==> src/rtl/alu4_arb.sv <==
// rtl/alu4_arb.sv - two-port round-robin arbiter feeding one alu4 with a one-entry result buffer
// alu4 is the shared 4-bit datapath; alu4_arb owns arbitration, buffering and grant counters.

module alu4 (
  input  logic [3:0] a,
  input  logic [3:0] b,
  input  logic [2:0] opt,
  output logic [3:0] y
);

  always_comb begin
    y = 4'h0;
    case (opt)
      3'b000: y = a + b;
      3'b001: y = a - b;
      3'b010: y = a & b;
      3'b011: y = a | b;
      3'b100: y = a ^ b;
      3'b101: y = {3'b000, (a < b)};
      3'b110: y = {3'b000, ($signed(a) < $signed(b))};
      3'b111: y = {3'b000, (a == b)};
      default: y = 4'h0;
    endcase
  end

endmodule

module alu4_arb (
  input  logic       clk,
  input  logic       rst,
  input  logic       req0_valid,
  output logic       req0_ready,
  input  logic [3:0] req0_a,
  input  logic [3:0] req0_b,
  input  logic [2:0] req0_opt,
  input  logic       req1_valid,
  output logic       req1_ready,
  input  logic [3:0] req1_a,
  input  logic [3:0] req1_b,
  input  logic [2:0] req1_opt,
  output logic       res_valid,
  input  logic       res_ready,
  output logic [3:0] res_y,
  output logic       res_src,
  output logic [7:0] gnt_cnt0,
  output logic [7:0] gnt_cnt1
);

  logic       free;
  logic       last;
  logic       gnt0;
  logic       gnt1;
  logic [3:0] alu_a;
  logic [3:0] alu_b;
  logic [2:0] alu_opt;
  logic [3:0] alu_y;

  // last = 1 means port 1 won most recently, so port 0 wins the next contention
  assign free = !res_valid || res_ready;
  assign gnt0 = free && req0_valid && (!req1_valid || last);
  assign gnt1 = free && req1_valid && (!req0_valid || !last);

  assign req0_ready = gnt0;
  assign req1_ready = gnt1;

  assign alu_a   = gnt1 ? req1_a   : req0_a;
  assign alu_b   = gnt1 ? req1_b   : req0_b;
  assign alu_opt = gnt1 ? req1_opt : req0_opt;

  alu4 u_alu4 (
    .a   (alu_a),
    .b   (alu_b),
    .opt (alu_opt),
    .y   (alu_y)
  );

  always_ff @(posedge clk) begin
    if (rst) begin
      res_valid <= 1'b0;
      res_y     <= 4'h0;
      res_src   <= 1'b0;
      last      <= 1'b1;
      gnt_cnt0  <= 8'h00;
      gnt_cnt1  <= 8'h00;
    end else if (gnt0 || gnt1) begin
      res_valid <= 1'b1;
      res_y     <= alu_y;
      res_src   <= gnt1;
      last      <= gnt1;
      if (gnt0) gnt_cnt0 <= gnt_cnt0 + 8'h01;
      if (gnt1) gnt_cnt1 <= gnt_cnt1 + 8'h01;
    end else if (res_ready) begin
      res_valid <= 1'b0;
    end
  end

endmodule

==> config.mk <==
export PLATFORM = sky130hd
export DESIGN_NAME = alu4_arb
export DESIGN_NICKNAME = d
export VERILOG_FILES = /design/src/rtl/alu4_arb.sv
export SDC_FILE = /design/constraint.sdc
export NUM_CORES = 1
export LEC_CHECK = 0
export ABC_AREA = 0
export CORE_ASPECT_RATIO = 0.5
export CORE_UTILIZATION = 40
export DETAILED_ROUTE_END_ITERATION = 7
export GPL_TIMING_DRIVEN = 0
export PLACE_DENSITY = 0.73
export SETUP_SLACK_MARGIN = 0.2
export SKIP_CTS_REPAIR_TIMING = 1
export SYNTH_ARGS = -nofsm -noshare
export SYNTH_HDL_FRONTEND = slang
export SYNTH_SLANG_ARGS = --single-unit
==> constraint.sdc <==
create_clock -name clk -period 3.6 [get_ports clk]
set_clock_uncertainty 0.2 [all_clocks]
set_input_delay 0.36 -clock clk [delete_from_list [all_inputs] [get_ports clk]]
set_output_delay 0.36 -clock clk [all_outputs]
set_load 0.005 [all_outputs]
# Word level (Yosys, flattened, before mapping)
# Index checks and enable logic that the tools add are counted.
[totals] wordCells=45 ramBits=0 latchBits=0 register_bits=23 mem_count=0 mem_bits_ro=0 inputBits=27
[classes] add_sub_neg=4 eq_ne=8 mul=0 n_div=0 n_reduce_logical=16 shift=0 muxes=6 n_bitwise=3 n_lt_le_gt_ge=2
[ops] cell="case mux 4 bit (8 select lines)" count=1
[ops] cell="adder 8 x 1 -> 8 bit (second input constant)" count=2
[ops] cell="== test 3 bit (second input constant)" count=4
[ops] cell="< comparator 4 bit" count=2
[ops] cell="2-to-1 mux 4 bit" count=2
[ops] cell="== test 3 x 2 -> 1 bit (second input constant)" count=2
[ops] cell="adder 4 bit" count=1
[ops] cell="bitwise AND 4 bit" count=1
[ops] cell="== test 4 bit" count=1
[ops] cell="logical AND 1 bit" count=4
[ops] cell="zero test 1 bit" count=4
[ops] cell="logical OR 1 bit" count=4
[ops] cell="bitwise OR 4 bit" count=1
[ops] cell="AND reduction 2 bit" count=2
[ops] cell="subtractor 4 bit" count=1
[ops] cell="bitwise XOR 4 bit" count=1
[ops] cell="== test 3 x 1 -> 1 bit (second input constant)" count=1
[ops] cell="zero test 3 bit" count=1
[ops] cell="2-to-1 mux 3 bit" count=1
[ops] cell="2-to-1 mux 1 bit" count=2
[ops] cell="nonzero test 2 bit" count=1

# Depth between registers and ports, before layout
# Gate-level depths: netlist of run 1.
[depth] depth_word=7 ltp_mapped=17 ltp_nobuf=14

# Hierarchy
# From an unflattened synthesis of run 1, not the netlist that was laid out.
[unflattened] hier_cells=199 hier_area_um2=1755.4
[modules_own_cells] module="alu4_arb" n_inst=1 area_each_um2=1198.6 cells_each=124 seq_area_each_um2=460.4
[modules_own_cells] module="alu4" n_inst=1 area_each_um2=556.8 cells_each=75 seq_area_each_um2=0.0

# Worst setup path after synthesis of run 1
# OpenSTA, ideal clock, no wires.
[synth_path] path_type="in2reg" from="input port res_ready" to="register res_y[0]" stages=16 arrival_time_ns=2.841 slack_ns=0.471 required_ns=3.312 cell_sequence="nand2b_4 > buf_8 > nand3_4 > inv_2 > buf_6 > clkbuf_1 > nand2_1 > nand2_1 > ha_1 > inv_1 > fa_1 > a21oi_1 > o2111ai_1 > a31o_1 > a21bo_2 > a311oi_2"
[synth_between] elab_chain_len=6
[synth_lines] element="start: declaration" line_no="42" rtl="input logic res_ready,"
[synth_lines] element="logical OR 1 bit *" line_no="59" rtl="assign free = !res_valid || res_ready;"
[synth_lines] element="logical AND 1 bit * (2 in a row)" line_no="61" rtl="assign gnt1 = free && req1_valid && (!req0_valid || !last);"
[synth_lines] element="via req1_ready" line_no="37" rtl="output logic req1_ready,"
[synth_lines] element="2-to-1 mux 4 bit, or another cell as far along" line_no="66" rtl="assign alu_a = gnt1 ? req1_a : req0_a;"
[synth_lines] element="subtractor 4 bit, or another cell as far along" line_no="15" rtl="3'b001: y = a - b;"
[synth_lines] element="case mux 4 bit (8 select lines)" line_no="13" rtl="case (opt)"
[synth_lines] element="end signal: assignment" line_no="87" rtl="res_y <= alu_y;"
[synth_lines] element="end: declaration" line_no="43" rtl="output logic [3:0] res_y,"
# The timed path passes the listed nets; every way through them passes the cells marked *.
# A chain may end at the register's enable or synchronous reset.

# Worst setup path after layout of run 1
[layout_path] from="input port res_ready" to="register res_y[0]"
[layout_between] elab_chain_len=6
[layout_lines] element="logical OR 1 bit *" line_no="59"
[layout_lines] element="logical AND 1 bit (2 in a row)" line_no="61"
[layout_lines] element="2-to-1 mux 4 bit, or another cell as far along" line_no="66"
[layout_lines] element="subtractor 4 bit, or another cell as far along" line_no="15"
[layout_lines] element="case mux 4 bit (8 select lines)" line_no="13"
# Every way passes the cells marked *; elsewhere a longest branch is shown, timed or not.

==> results.yml, run 1 <==
synth:
  synth_top_area_cell: "dfxtp_1"
  yosysUniqueCellTypes: 54
  avgSynthCellArea_um2: 7.98
  synth_area_um2: 1810
  ys_async_sr_fraction_pct: 0
  synth_nets: 270
  synthTopCellsByCount: "nand2_1 (36), dfxtp_1 (23), a21oi_1 (17), inv_1 (16), nor2_1 (16)"
  ys_ff_latch: 23
  netlist_instances: 227
  ys.flop_type: "dfxtp_1"
  synth.yosys.seq_area_share_pct: 25.4
  synth_most_common_cell: "nand2_1"
  synth.area.top_cells: "dfxtp_1 (25%), ha_1 (9.7%), nand2_1 (7.5%), xor2_1 (4.8%), a21oi_1 (4.7%)"
  synth_edf_count: 0
  synth.top_cell.area_share_pct: 25.4
  yosys_warnings: 0
route:
  drtAntennaViolNets: 0
  via_per_inst: 5.36
  dr.pass1.iters: 4
  wl_um: 4610
  drc: 0
  wire_per_inst_um: 13.7
  drt-initial-drc-count: 60
  num_vias: 1810
grt:
  antenna_found_initial: 0
  first_global_vias: 1629
  grt_max_degree: 14
  grt_pass1_wl_um: 7530
  globalRouteOverflowTotal: 0
  grt_use_total_pct: 19.3
sta:
  fmax_mhz: 303
  finalSetupViolations: 0
  setup_ws_ns: 0.301
  finalHoldViolCount: 0
  slew_viol_final: 0
  min_period_over_period_pct: 91.6
  tightest_slew_ns: 0.604
  min_period_ns: 3.30
  timing.setup.tns_ns: 0
  rsz0062_at_grt: "no"
  slew_headroom_pct: 59.2
clocking:
  clock_latency_ns: 0.26
  cts_tree: "built"
  root_buffer: "clkbuf_8"
  cts_buffers: 3
  cts.htree.levels: 1
  path_clk_slew_ns: 0.08
  clk_path_buf_depth: 2
  cts_sinks: 23
finish:
  final_layout_size_suffix_gt1_share_pct: 13.7
  nets: 328
  diodes: 0
  area_delta_synth_final_pct: 37.2
worst_setup_path:
  worstReg2RegEnd: "res_y[0]$_SDFFE_PP0P_"
  ff2ff_path_depth: 17
  crit_arrival_ns: 3.28
  crit_start: "res_ready"
  cp.required_ns: 3.58
  critical_path.endpoint: "res_y[0]$_SDFFE_PP0P_"
  startpoint_type: "input pin"
  r2r_start: "res_valid$_SDFFE_PP0P_"
  ff2ff_setup_slack_ns: 0.52
  setup.worst_path.class: "input pin to flop"
  cp_max_fo: 10
  endpoint_kind: "flop"
placed_design:
  place_hpwl_um: 3630
  io_buffers: 48
  place_ws_ns: -0.412
  place_congestion: 0.975
run:
  maxCapViolations: 0
power_and_ir_drop:
  peakVddDrop_v: 0.000101
  leakage_uw: 0.00105
  powerDensity_nw_per_um2: 291
floorplan:
  std_cell_rows: 16
  ios: 51
  fp.dieH_um: 49.6
  initial_core_util_pct: 43.9
  die_w_um: 97.2
  dieArea_um2: 4820
  core_um2: 4120
run_status:
  status: "finished clean"
worst_hold_path:
  hp-class: "flop to flop"
  hp-start: "gnt_cnt1[7]$_SDFFE_PP0P_"
per-stage QoR:
step	instances	hold slack (ns)	instance area, um2	total power, uW	util [%]
final	338	0.295	2480	724	60.3
after detailed placement	329	0.282	2360	552	57.2
after global routing	338	0.310	2480	771	60.3
after global placement	329	0.268	2360	548	57.2
after floorplan	227	0.229	1810	451	-
after CTS	333	0.296	2410	711	58.3
worst max-delay path, stage by stage:
cell and delay [ns]:
clkdlybuf4s50_1 0.45, nand2b_4 0.12, buf_8 0.12, nand3_4 0.12, inv_4 0.09, buf_8 0.14
buf_6 0.14, nand2_1 0.07, nand2_2 0.08, ha_2 0.18, inv_1 0.06, fa_2 0.39
a21oi_2 0.18, o2111ai_2 0.13, a31o_1 0.24, a21bo_2 0.21, a311oi_2 0.18
logic make-up after synthesis:
logic type / Yosys count / share of synthesized area (%)
simple gates: 89 / 25.4
flops: 23 / 25.4
mux: 5 / 3.18
xor+xnor: 13 / 6.28
fa+ha+maj: 16 / 11.9
compound gates: 54 / 20.5
buf+inv: 27 / 7.32
cell type report:
class	count	area (um2)
clock inverters	1	5.00
plain buffers	10	87.6
clock buffers	3	41.3
multi-input cells	177	1240
inverters	17	66.3
repair buffers	53	520
well taps	54	67.6
fillers	382	1640
flip-flops and latches	23	460
registers in the layout (all words and copies together), names as in the netlist:
name       flops
res_valid      1
res_y          4
res_src        1
last           1
gnt_cnt1       8
gnt_cnt0       8
report_power, final:
part	internal (uW)	leakage, uW	total [uW]	switching [uW]
Combinational	142	0.000840	284	142
Sequential	268	0.000188	281	13.2
Clock	77.3	0.0000255	160	82.5
Total	486	0.00105	724	238
how the worst min path moves through the flow:
stage	end	slack [ns]	cells past startpoint
after floorplan	res_y[1]$_SDFFE_PP0P_	0.23	1
after global placement	gnt_cnt1[7]$_SDFFE_PP0P_	0.27	2
after detailed placement	gnt_cnt1[7]$_SDFFE_PP0P_	0.28	2
after CTS	gnt_cnt1[7]$_SDFFE_PP0P_	0.30	2
after global routing	gnt_cnt0[7]$_SDFFE_PP0P_	0.31	2
final	gnt_cnt1[7]$_SDFFE_PP0P_	0.30	2
metal layers:
metal	vias to the layer above	global-route usage, %	part of all wire [%]
li1	906	-	-
met1	845	25.5	46
met2	54	33.5	48
met3	5	2.98	5.5
met4	0	4.73	0.78
met5	-	0	0
layout by cell type (no fill, tap or decap), drive strengths merged, types with 9 or more instances in the layout:
cell and count:
nand4 9, dfxtp 23, buf 12, xor2 10, a21oi 17, o21ai 13
ha 14, nand2 37, clkdlybuf4s50 47, nor2 16, inv 17
(Power assumes the default switching activity.)
==> run 2: changes to the inputs <==
--- a/config.mk
+++ b/config.mk
@@ -5,9 +5,9 @@
 export SDC_FILE = /design/constraint.sdc
 export NUM_CORES = 1
 export LEC_CHECK = 0
-export ABC_AREA = 0
 export CORE_ASPECT_RATIO = 0.5
 export CORE_UTILIZATION = 40
+export CTS_CLUSTER_DIAMETER = 80
 export DETAILED_ROUTE_END_ITERATION = 7
 export GPL_TIMING_DRIVEN = 0
 export PLACE_DENSITY = 0.73
==> results of run 2 <==
Final layout, timing and power as in run 1 (identical DEF).
==> run 3: changes to the inputs <==
--- a/config.mk
+++ b/config.mk
@@ -8,6 +8,7 @@
 export CORE_ASPECT_RATIO = 0.5
 export CORE_UTILIZATION = 40
 export CTS_CLUSTER_DIAMETER = 80
+export CTS_CLUSTER_SIZE = 20
 export DETAILED_ROUTE_END_ITERATION = 7
 export GPL_TIMING_DRIVEN = 0
 export PLACE_DENSITY = 0.73
==> results of run 3 <==
Final layout, timing and power as in run 1 (identical DEF).
